===== config.mk =====
export PLATFORM = sky130hd
export DESIGN_NAME = pe_scheduler
export DESIGN_NICKNAME = d
export VERILOG_FILES = /design/src/rtl/pe_sched_pkg.sv /design/src/rtl/rr_arbiter.sv /design/src/rtl/pe_scheduler.sv
export SDC_FILE = /design/constraint.sdc
export NUM_CORES = 1
export LEC_CHECK = 0
export BUFFER_PORTS_ARGS = -buffer_cell sky130_fd_sc_hd__buf_2
export CAP_MARGIN = 10
export CORE_MARGIN = 2
export CORE_UTILIZATION = 55
export DETAILED_ROUTE_END_ITERATION = 10
export GPL_ROUTABILITY_DRIVEN = 0
export PLACE_DENSITY_LB_ADDON = 0.1
export SKIP_LAST_GASP = 1
export SLEW_MARGIN = 0
export SYNTH_ARGS = -nofsm -noshare
export SYNTH_HDL_FRONTEND = slang
export SYNTH_SLANG_ARGS = --single-unit

===== constraint.sdc =====
create_clock -name i_clk -period 9.15 [get_ports i_clk]
set_input_delay 0.4575 -clock i_clk [delete_from_list [all_inputs] [get_ports i_clk]]
set_output_delay 0.4575 -clock i_clk [all_outputs]
set_load 0.03 [all_outputs]

===== src/rtl/pe_sched_pkg.sv =====
// Shared types and defaults for the PE job scheduler.
// Pure declarations: no logic, no latency, no flow control.
package pe_sched_pkg;

    typedef enum logic [1:0] {
        IDLE = 2'd0,
        RUN  = 2'd1,
        DONE = 2'd2
    } pe_slot_state_t;

    localparam int PE_SCHED_NUM_PE   = 4;
    localparam int PE_SCHED_JOB_ID_W = 4;

    // Round-robin successor of a slot index.
    function automatic int rr_next(input int idx, input int n);
        return (idx + 1 >= n) ? 0 : idx + 1;
    endfunction

endpackage


===== src/rtl/rr_arbiter.sv =====
// Round-robin picker: first set request at or after ptr, as one-hot and index.
// Purely combinational; the caller owns the pointer and advances it on use.
module rr_arbiter #(
    parameter int N     = 4,
    parameter int IDX_W = 2
) (
    input  logic [N-1:0]     req,
    input  logic [IDX_W-1:0] ptr,
    output logic [N-1:0]     grant,
    output logic [IDX_W-1:0] grant_idx
);

    int   idx;
    logic found;

    always_comb begin
        grant     = '0;
        grant_idx = '0;
        found     = 1'b0;
        idx       = 0;
        for (int off = 0; off < N; off++) begin
            idx = int'(ptr) + off;
            if (idx >= N) idx = idx - N;
            if (!found && req[idx]) begin
                found      = 1'b1;
                grant[idx] = 1'b1;
                grant_idx  = IDX_W'(idx);
            end
        end
    end

endmodule


===== src/rtl/pe_scheduler.sv =====
// Dispatches tagged jobs round-robin to NUM_PE engines and returns completions; watchdog under PE_SCHED_TIMEOUT_EN.
// Latency: start pulse 1 cycle after job handshake; completion presented 1 cycle after a slot reaches DONE.
// Backpressure: o_job_ready drops when no slot is IDLE; completion fields hold while i_done_ready is low.
module pe_scheduler
    import pe_sched_pkg::*;
#(
    parameter int NUM_PE      = PE_SCHED_NUM_PE,
    parameter int JOB_ID_W    = PE_SCHED_JOB_ID_W,
    parameter int TIMEOUT_CYC = 256,
    localparam int IDX_W      = $clog2(NUM_PE)
) (
    input  logic                i_clk,
    input  logic                i_rst_n,
    input  logic                i_job_valid,
    input  logic [JOB_ID_W-1:0] i_job_id,
    output logic                o_job_ready,
    output logic [NUM_PE-1:0]   o_pe_start,
    output logic [IDX_W-1:0]    o_load_sel,
    input  logic [NUM_PE-1:0]   i_pe_finish,
    output logic [NUM_PE-1:0]   o_busy,
    output logic                o_done_valid,
    output logic [IDX_W-1:0]    o_done_pe,
    output logic [JOB_ID_W-1:0] o_done_id,
    output logic                o_done_timeout,
    input  logic                i_done_ready
);

    if (NUM_PE < 2 || NUM_PE > 16 || TIMEOUT_CYC < 2) begin : g_bad_params
        $error("pe_scheduler: NUM_PE must be 2..16 and TIMEOUT_CYC at least 2");
    end

    pe_slot_state_t      state [NUM_PE];
    logic [JOB_ID_W-1:0] tag   [NUM_PE];
    logic [IDX_W-1:0]    disp_ptr, comp_ptr, disp_idx, comp_idx;
    logic [NUM_PE-1:0]   idle_vec, done_vec, fin_ok, timeout_hit;
    logic [NUM_PE-1:0]   disp_gnt, comp_gnt, comp_sel;
    logic                job_fire, comp_fire, comp_load;

    // Finish is ignored during the start-pulse cycle: the PE has not latched its job yet.
    always_comb begin
        idle_vec = '0;
        done_vec = '0;
        fin_ok   = '0;
        o_busy   = '0;
        for (int i = 0; i < NUM_PE; i++) begin
            idle_vec[i] = (state[i] == IDLE);
            done_vec[i] = (state[i] == DONE);
            o_busy[i]   = (state[i] != IDLE);
            fin_ok[i]   = (state[i] == RUN) && i_pe_finish[i] && !o_pe_start[i];
        end
    end

    assign o_job_ready = |idle_vec;
    assign job_fire    = i_job_valid && o_job_ready;
    assign comp_fire   = o_done_valid && i_done_ready;
    assign comp_load   = !o_done_valid && (|done_vec);

    rr_arbiter #(.N(NUM_PE), .IDX_W(IDX_W)) u_disp_arb (
        .req       (idle_vec),
        .ptr       (disp_ptr),
        .grant     (disp_gnt),
        .grant_idx (disp_idx)
    );

    rr_arbiter #(.N(NUM_PE), .IDX_W(IDX_W)) u_comp_arb (
        .req       (done_vec),
        .ptr       (comp_ptr),
        .grant     (comp_gnt),
        .grant_idx (comp_idx)
    );

    // The completion register is reloaded only when empty, so a slot that goes DONE
    // while a completion is stalled cannot disturb the presented fields.
    always_ff @(posedge i_clk or negedge i_rst_n) begin
        if (!i_rst_n) begin
            for (int i = 0; i < NUM_PE; i++) begin
                state[i] <= IDLE;
                tag[i]   <= '0;
            end
            disp_ptr     <= '0;
            comp_ptr     <= '0;
            o_pe_start   <= '0;
            o_load_sel   <= '0;
            o_done_valid <= 1'b0;
            o_done_pe    <= '0;
            o_done_id    <= '0;
            comp_sel     <= '0;
        end else begin
            o_pe_start <= job_fire ? disp_gnt : '0;
            if (job_fire) begin
                o_load_sel <= disp_idx;
                disp_ptr   <= IDX_W'(rr_next(int'(disp_idx), NUM_PE));
            end
            if (comp_fire) begin
                o_done_valid <= 1'b0;
            end else if (comp_load) begin
                o_done_valid <= 1'b1;
                o_done_pe    <= comp_idx;
                o_done_id    <= tag[comp_idx];
                comp_sel     <= comp_gnt;
                comp_ptr     <= IDX_W'(rr_next(int'(comp_idx), NUM_PE));
            end
            for (int i = 0; i < NUM_PE; i++) begin
                case (state[i])
                    IDLE: if (job_fire && disp_gnt[i]) begin
                        state[i] <= RUN;
                        tag[i]   <= i_job_id;
                    end
                    RUN:  if (fin_ok[i] || timeout_hit[i]) state[i] <= DONE;
                    DONE: if (comp_fire && comp_sel[i]) state[i] <= IDLE;
                    default: state[i] <= IDLE;
                endcase
            end
        end
    end

`ifdef PE_SCHED_TIMEOUT_EN
    localparam int CNT_W = $clog2(TIMEOUT_CYC + 1);

    logic [CNT_W-1:0]  run_cnt [NUM_PE];
    logic [NUM_PE-1:0] to_flag;

    // A finish in the same cycle as the limit wins, so the job is not flagged.
    always_comb begin
        timeout_hit = '0;
        for (int i = 0; i < NUM_PE; i++) begin
            timeout_hit[i] = (state[i] == RUN) && !fin_ok[i] &&
                             (run_cnt[i] == CNT_W'(TIMEOUT_CYC - 1));
        end
    end

    always_ff @(posedge i_clk or negedge i_rst_n) begin
        if (!i_rst_n) begin
            for (int i = 0; i < NUM_PE; i++) run_cnt[i] <= '0;
            to_flag        <= '0;
            o_done_timeout <= 1'b0;
        end else begin
            for (int i = 0; i < NUM_PE; i++) begin
                if (state[i] != RUN) begin
                    run_cnt[i] <= '0;
                    if (state[i] == IDLE) to_flag[i] <= 1'b0;
                end else begin
                    run_cnt[i] <= run_cnt[i] + 1'b1;
                    if (timeout_hit[i]) to_flag[i] <= 1'b1;
                end
            end
            if (comp_fire)      o_done_timeout <= 1'b0;
            else if (comp_load) o_done_timeout <= to_flag[comp_idx];
        end
    end
`else
    assign timeout_hit    = '0;
    assign o_done_timeout = 1'b0;
`endif

endmodule


# Yosys cells after proc, flatten, opt, wreduce, memory -nomap -nowiden
# Index checks and enable logic that the tools add are counted.
[totals]
regBits = 45
word_cells = 245
output_inout_bits = 19
[classes]
n_lt_le_gt_ge = 27
n_mux = 94
reduce_logical = 64
n_addsub = 16
bitwise_logic = 8
eq_ne = 20
[op_table]
columns = ["cell", "n"]
rows = [
  ["$ge A32 B1 Y1 const B", 8],
  ["$lt A32 B4 Y1 const B", 8],
  ["$mux W32", 8],
  ["$ge A32 B4 Y1 const B", 6],
  ["$sub A32 B4 Y32 const B", 6],
  ["$mux W2", 22],
  ["$mux W4", 11],
  ["$logic_and A1 B1 Y1", 33],
  ["$mux W1", 32],
  ["$ne A2 B2 Y1 const B", 12],
  ["$or A4 B4 Y4", 6],
  ["$pmux W2 S3", 4],
  ["$bmux W1 S2", 8],
  ["$demux W1 S2", 8],
  ["$add A2 B1 Y3 const B", 4],
  ["$add A2 B2 Y3 const B", 4],
  ["$reduce_and A3 Y1", 4],
  ["$logic_not A1 Y1", 11],
  ["$reduce_and A2 Y1", 5],
  ["$reduce_bool A2 Y1", 5],
  ["$ge A3 B3 Y1 const B", 3],
  ["$bmux W4 S2", 1],
  ["$eq A2 B1 Y1 const B", 4],
  ["$eq A2 B2 Y1 const B", 4],
  ["6 further kinds", 12],
]

# Longest topological paths before layout
# Gate-level depths: netlist of run 1.
[logic_depth]
depth_word = 19
ltp_mapped = 10
mapped_depth_nobuf = 7

# By module
# A second synthesis of run 1 with hierarchy kept.
[unflattened]
hier_cells = 248
hier_area_um2 = 2924.1
[by_module_without_submodules]
columns = ["mod", "cells_each", "area_per_inst_um2", "seq_area_each_um2", "n_inst"]
rows = [
  ["pe_scheduler", 148, 1989.4, 1126.1, 1],
  ["rr_arbiter (u_comp_arb)", 51, 478.0, 0.0, 1],
  ["rr_arbiter (u_disp_arb)", 49, 456.7, 0.0, 1],
]

# Worst setup path before layout of run 1
# No wires, ideal clock.
[synth_timing]
kind = "register to register"
start = "register (tool-made name)"
end = "register tag[0] in the netlist's numbering"
required_ps = 9025
path_stages_with_launch = 10
setup_slack_ps = 6235
n_path_buf = 2
setup_ps = 125
period_less_slack_ps = 2915
arrival_time_ps = 2790
cell_sequence = "dfrtp_1 -> buf_2 -> clkinv_1 -> ha_1 -> clkbuf_1 -> mux4_2 -> and2_0 -> a221o_1 -> a31oi_4 -> mux2_4"
[synth_lines]
columns = ["element", "line_no", "source"]
rows = [
  ["to (signal, indexed assignment)", "pe_scheduler.sv:107", "tag[i] <= i_job_id;"],
  ["to (decl)", "pe_scheduler.sv:33", "logic [JOB_ID_W-1:0] tag [NUM_PE];"],
]

==> impl_metrics.ini, run 1 <==
[timing]
hold_viol = 0
slew_headroom_pct = 33.42
max_clock_freq_mhz = 292.7
finClkSkew_ns = 0.01371
tns_ns = 0
period_share_pct = 37.34
finalCriticalPeriod_ns = 3.416
tightest_slew_ns = 0.9987
rsz0062_at_grt = no
slew_viol_final = 0
setup_violations = 0

[job]
max-cap-violations = 0

[worst_hold_path]
hp-class = in -> async

[place]
dp_hpwl_um = 5494
portBuffers = 29

[die]
coreArea_um2 = 5507
dieArea_um2 = 6307
io-pin-count = 31
die_h_um = 79.42
start_util_pct = 56.81
row_count = 27
die_width_um = 79.42

[global_routing]
overflow = 0
grt_pass1_vias = 2590
track_usage_pct = 26.30
antenna_found_initial = 0
grt_pass1_wl_um = 13030
grt_max_degree = 46

[synthesis]
synth_nets = 358
synth-main-ff-cell = dfrtp_1
synthCells = 330
synth.most_common_cell = dfrtp_1
netlist.area_leader.share_pct = 36.00
synthTopCellsByCount = dfrtp_1, nor2_1, nand2_1
yosys_warnings = 0
yosysUniqueCellTypes = 57
ys_seq_elements = 45
ys_seq_area_share_pct = 36.00
yosys-top-cells-area = dfrtp_1, ha_1, mux2_2, nor2_1, a21oi_1
yosysTopAreaCell = dfrtp_1
syn_avg_cell_area_um2 = 9.479
synthArstFlopShare_pct = 100.0
synthesis.area_um2 = 3128
synth-edff-count = 0

[route]
drc = 0
drt_iter0_markers = 236
wl_um = 7536
viasPerCell = 6.327
num_vias = 2689
ant_nets = 0
avgRoutedWirePerCell_um = 17.73
firstDrtPassIters = 4

[cts]
clk_latency_ns = 0.31
cts_tree = built
root_buffer = clkbuf_8
clock_sinks = 45
numCtsBuffers = 5
hold_buffers = 0
h-tree-depth = 2
cts-resized-gates = 0
clockBufferDepth = 2
path_clk_slew_ns = 0.10
cts_setup_buffers = 0

[finish]
drive_gt1_share_pct = 21.53
nFillCells = 504
final_util_pct = 61.80
fin_nets = 380
diodes = 0
area_delta_synth_final_pct = 8.800

[worst_setup_path]
path_class = reg -> reg
cpMaxStageDelayCell = dfrtp_1
endpoint_kind = flip-flop
path_cells = clkinv_1 > ha_1 > nor3_1 > nand3_1 > nand3b_1 > a31oi_2 > mux2_2
critPathLaunchType = flip-flop
required_ns = 9.35
critical_path.max_stage_delay_ns = 0.75
cp.arrival_ns = 3.62
critical_path.max_fanout = 19

[outcome]
outcome = complete, no violations
-- state kept, by name, summed over array words and instances (netlist names), 2 cells and up, named ones only --
| register | cells |
|---|---|
| o_load_sel | 2 |
| tag | 16 |
| comp_sel | 4 |
| comp_ptr | 2 |
| o_pe_start | 4 |
| o_done_pe | 2 |
| state | 8 |
| o_done_id | 4 |
-- layout by cell type (no fill, tap or decap), drive strengths merged, types with 3 or more instances in the layout --
cell type	synthesis	final
dfrtp	45	45
nor2	32	32
buf	5	30
nand2	23	23
a21oi	19	19
nand3	19	19
a31oi	17	17
ha	16	16
mux2	16	16
inv	12	15
nor3	12	12
a211oi	10	10
nand2b	9	9
o21ai	8	8
a22oi	6	6
a221oi	6	6
mux4	6	6
nor2b	5	5
mux2i	5	5
nand4	5	5
clkbuf	10	5
o211ai	4	4
a21o	4	4
o22ai	4	4
a31o	3	3
o31ai	3	3
-- critical path: cells and delay by family, from the launching register on --
family                   cells  cell delay (ns)
flip-flops                   1             0.75
buffers and inverters        1             0.44
multiplexers                 1             0.39
adder cells (fa/ha/maj)      1             0.60
AO/OA/AOI/OAI                1             0.50
AND/OR/NAND/NOR              3             0.62
-- metrics by stage --
stage | instances | cell area, um2 | worst slack [ns] | hold slack (ns)
floorplan | 330 | 3128 | 6.235 | 0.1619
global placement | 417 | 3306 | 5.871 | 0.4558
detailed placement | 417 | 3306 | 5.802 | 0.4608
CTS | 425 | 3403 | 5.782 | 0.3482
global route | 425 | 3403 | 5.491 | 0.3943
finish | 425 | 3403 | 5.734 | 0.2847
-- cell type report --
class                   instances  area [um2]  area share [%]
well taps                      72       90.09           2.647
multi-input cells             257        1886           55.40
flip-flops and latches         45        1126           33.09
repair buffers                 30       152.6           4.485
inverters                      13       51.30           1.507
clock buffers                   5       68.82           2.022
clock inverters                 3       28.78          0.8456
-- path summary, 6_finish.rpt --
check,from,to,slack (ns),depth (start not counted)
setup / recovery,flip-flop,tag[11],5.73,7
hold / removal,i_rst_n,o_pe_start[0],0.28,1
setup reg to reg,flip-flop,tag[11],5.73,7
hold reg to reg,o_done_pe[0],o_done_pe[0],0.48,1
max in group asynchronous,i_rst_n,tag[14],8.23,1
min in group i_clk,i_done_ready,o_done_valid,0.38,2
-- cell families after synthesis --
logic type	count (synthesis)	synth area share, %
AND/OR/NAND/NOR	117	19.16
XOR/XNOR	2	0.5601
adder cells (fa/ha/maj)	16	6.400
flip-flops	45	36.00
other	1	0.1199
AO/OA/AOI/OAI	94	21.52
multiplexers	27	12.52
buffers and inverters	28	3.720
-- layer usage --
layer | share of wire (%) | wire [um] | up-vias | global-route usage, %
li1 | - | - | 1292 | -
met1 | 48 | 3589 | 1310 | 37.67
met2 | 46 | 3477 | 80 | 41.95
met3 | 5.1 | 387 | 7 | 4.864
met4 | 1.1 | 82 | 0 | 5.345
met5 | 0 | 0 | - | 0
Power of run 1 is left out: the tool's default activity adds up to more than one toggle a clock period on the data nets, which glitch-free logic cannot reach.
==> run 2: changes to the inputs <==
==> constraint.sdc (replaced) <==
create_clock -name i_clk -period 3.3 [get_ports i_clk]
set_input_delay 0.165 -clock i_clk [delete_from_list [all_inputs] [get_ports i_clk]]
set_output_delay 0.165 -clock i_clk [all_outputs]
set_load 0.03 [all_outputs]
==> impl_metrics.ini, run 2 (same netlist as run 1, synthesis figures left out) <==
[outcome]
outcome = complete, no violations

[cts]
root_buffer = clkbuf_8
hold_buffers = 0
cts_tree = built
path_clk_slew_ns = 0.09
clockBufferDepth = 2
cts-resized-gates = 0
clock_sinks = 45
clk_latency_ns = 0.30
h-tree-depth = 2
numCtsBuffers = 5
cts_setup_buffers = 0

[die]
start_util_pct = 56.81
dieArea_um2 = 6307
die_h_um = 79.42
io-pin-count = 31
die_width_um = 79.42
row_count = 27
coreArea_um2 = 5507

[finish]
regMostFlops = tag
final_util_pct = 62.74
layout_common_cells = dfrtp_1, nor2_1, buf_2
final_common_cell = dfrtp_1
diodes = 0
fin_nets = 385
area_delta_synth_final_pct = 10.44
top_regs = tag: 16 flops, state: 8 flops
finalInstanceArea_um2 = 3455
largest_reg_flops = 16
drive_gt1_share_pct = 22.35
fin_cells = 430

[worst_setup_path]
path_class = reg -> reg
critPathLaunchType = flip-flop
path_cells = inv_1 > ha_1 > mux4_2 > and2_0 > a221o_1 > a31oi_4 > mux2_4
critical_path.max_stage_delay_ns = 0.59
cp.arrival_ns = 3.20
required_ns = 3.49
cpMaxStageDelayCell = dfrtp_1
endpoint_kind = flip-flop
critical_path.max_fanout = 13

[place]
portBuffers = 29
dp_hpwl_um = 5461
place_area_um2 = 3343
dp_cells = 422

[route]
drc = 0
firstDrtPassIters = 5
avgRoutedWirePerCell_um = 17.63
wl_um = 7579
viasPerCell = 6.428
ant_nets = 0
drt_iter0_markers = 185
num_vias = 2764

[timing]
rsz0062_at_grt = no
slew_viol_final = 0
tns_ns = 0
max_clock_freq_mhz = 332.1
tightest_slew_ns = 1.003
slew_headroom_pct = 33.15
period_share_pct = 91.26
finClkSkew_ns = 0.008549
setup_violations = 0
hold_viol = 0
finalCriticalPeriod_ns = 3.012

[global_routing]
grtUsageMet2_pct = 40.34
grt_use_met3_pct = 4.751
grt_pass1_wl_um = 12900
antenna_found_initial = 0
grt_pass1_vias = 2526
grt_max_degree = 46
overflow = 0
track_usage_pct = 26.14
busiest_layer = met2
use_met1_pct = 37.93

[worst_hold_path]
hp-class = in -> async

[job]
max-cap-violations = 0
-- run 2: changes by cell type in the layout (fill, tap and decap cells not counted), sizes merged --
cell | before | now
bufinv | 0 | 1
buf | 30 | 35
clkbuf | 5 | 6
inv | 15 | 12
clkinv | 1 | 2
-- run 2: per-stage QoR --
| step | setup WS (ns) | hold slack (ns) |
|---|---|---|
| 2_1_floorplan | 0.3853 | -0.1306 |
| 3_3_place_gp | 0.4122 | 0.3912 |
| 3_5_place_dp | 0.3335 | 0.3992 |
| 4_1_cts | 0.3139 | 0.06937 |
| 5_1_grt | 0.07961 | 0.09761 |
| 6_report | 0.2885 | 0.02334 |
-- run 2: worst paths after layout --
kind	startpoint	end	slack, ns	cells past startpoint
min in group i_clk	i_done_ready	o_done_valid	0.08	2
setup / recovery	disp_ptr[1]	tag[0]	0.29	7
hold reg to reg	o_done_pe[0]	o_done_pe[0]	0.49	1
max in group asynchronous	i_rst_n	o_load_sel[1]	2.65	1
hold / removal	i_rst_n	state[3]	0.02	1
setup reg to reg	disp_ptr[1]	tag[0]	0.29	7
-- run 2: worst max-delay path: cells and delay by family, from the launching register on --
| kind | cells | cell delay [ns] |
|---|---|---|
| mux | 2 | 0.73 |
| compound gates | 2 | 0.63 |
| flops | 1 | 0.59 |
| fa+ha+maj | 1 | 0.53 |
| buf+inv | 1 | 0.26 |
| simple gates | 1 | 0.16 |
-- run 2: cell type report --
class,count,area (um2)
fillers,477,2052
repair buffers,35,190.2
clock buffers,6,72.57
inverters,13,51.30
flip-flops and latches,45,1126
well taps,72,90.09
clock inverters,2,38.79
multi-input cells,257,1886
-- run 2: routing by layer --
layer / share of wire [%] / routed length [um]
met5: 0 / 0
met4: 1.4 / 104
met3: 5.5 / 417
met2: 46 / 3474
met1: 47 / 3583
Power of run 2 is left out for the same reason.
==> run 3: changes to the inputs <==
--- a/config.mk
+++ b/config.mk
@@ -5,11 +5,11 @@
 export SDC_FILE = /design/constraint.sdc
 export NUM_CORES = 1
 export LEC_CHECK = 0
-export BUFFER_PORTS_ARGS = -buffer_cell sky130_fd_sc_hd__buf_2
 export CAP_MARGIN = 10
 export CORE_MARGIN = 2
 export CORE_UTILIZATION = 55
 export DETAILED_ROUTE_END_ITERATION = 10
+export DONT_BUFFER_PORTS = 1
 export GPL_ROUTABILITY_DRIVEN = 0
 export PLACE_DENSITY_LB_ADDON = 0.1
 export SKIP_LAST_GASP = 1
==> impl_metrics.ini, run 3 (same netlist as run 1, synthesis figures left out) <==
[die]
row_count = 27
die_width_um = 79.42
start_util_pct = 56.81
coreArea_um2 = 5507
io-pin-count = 31
dieArea_um2 = 6307
die_h_um = 79.42

[timing]
slew_headroom_pct = 35.60
max_clock_freq_mhz = 359.3
tns_ns = 0
hold_viol = 0
setup_violations = 0
period_share_pct = 84.35
slew_viol_final = 0
tightest_slew_ns = 0.9616
rsz0062_at_grt = no
finClkSkew_ns = 0.01225
finalCriticalPeriod_ns = 2.784

[cts]
h-tree-depth = 2
cts_setup_buffers = 0
clockBufferDepth = 2
hold_buffers = 6
cts-resized-gates = 0
numCtsBuffers = 5
clock_sinks = 45
clk_latency_ns = 0.30
root_buffer = clkbuf_8
cts_tree = built
path_clk_slew_ns = 0.09

[finish]
diodes = 0
layout_common_cells = dfrtp_1, nor2_1, nand2_1
fin_cells = 409
final_common_cell = dfrtp_1
drive_gt1_share_pct = 16.02
regMostFlops = tag
fin_nets = 364
largest_reg_flops = 16
area_delta_synth_final_pct = 8.960
top_regs = tag: 16 flops, state: 8 flops

[worst_hold_path]
min_path_cells = 1
min_from = i_job_id[0]
hold_end = tag[8]
hp-class = in -> reg

[worst_setup_path]
endpoint_kind = flip-flop
r2r-end = tag[2]
cp.arrival_ns = 2.97
path_class = reg -> reg
reg2regPathDepth = 7
critPathLaunchType = flip-flop
r2r_setup_slack_ns = 0.52
critical_path.max_fanout = 9
required_ns = 3.48

[route]
avgRoutedWirePerCell_um = 18.60
num_vias = 2658
firstDrtPassIters = 5
drc = 0
drt_iter0_markers = 284
wl_um = 7606
viasPerCell = 6.499
ant_nets = 0

[global_routing]
track_usage_pct = 25.72
grt_pass1_vias = 2453
overflow = 0
grt_pass1_wl_um = 12720
antenna_found_initial = 0
grt_max_degree = 46

[place]
dp_hpwl_um = 5415
portBuffers = 0
dp_cells = 394

[job]
max-cap-violations = 0

[outcome]
outcome = complete, no violations
run 3: cell count changes in the layout (fill, tap and decap cells not counted), sizes merged:
cell / delta
dlygate4sd3: +6
clkbuf: -1
clkinvlp: +1
buf: -27
run 3: per-stage QoR:
stage	setup slack, ns	area (um2)	utilization (%)	hold slack [ns]
final	0.5164	3408	61.90	0.004631
after global routing	0.3394	3408	61.90	0.002210
after CTS	0.5044	3398	61.71	0.001334
after detailed placement	0.5381	3206	58.21	-0.1291
after global placement	0.6068	3206	58.21	-0.1297
after floorplan	0.3853	3128	-	-0.1306
run 3: worst max path at each step:
stage | from | to | slack (ns) | cells after the start
final | flip-flop | tag[2] | 0.52 | 7
after global routing | flip-flop | tag[13] | 0.34 | 7
after CTS | flip-flop | tag[0] | 0.50 | 7
after detailed placement | flip-flop | tag[2] | 0.54 | 7
after global placement | flip-flop | tag[3] | 0.61 | 7
after floorplan | flip-flop | tag[0] | 0.39 | 9
run 3: layout make-up:
class / count / area (um2)
Clock inverter: 3 / 46.29
Tap cell: 72 / 90.09
Timing Repair Buffer: 14 / 140.1
Sequential cell: 45 / 1126
Clock buffer: 5 / 68.82
Multi-Input combinational cell: 257 / 1886
Inverter: 13 / 51.30
Fill cell: 481 / 2098
run 3: worst max-delay path, stage by stage, from the launching register on:
cell and delay, ns:
dfrtp_1 0.35, clkinv_1 0.24, ha_1 0.57, mux4_2 0.40
and2_0 0.16, a221o_1 0.36, a31oi_4 0.26, mux2_4 0.33
run 3: per-layer routing:
layer | global-route usage, % | wire length, um | vias up
met4 | 4.655 | 74 | 0
met2 | 39.07 | 3494 | 105
met1 | 39.09 | 3508 | 1284
met5 | 0 | 0 | -
li1 | - | - | 1260
met3 | 4.412 | 528 | 9
Power of run 3 is left out for the same reason.
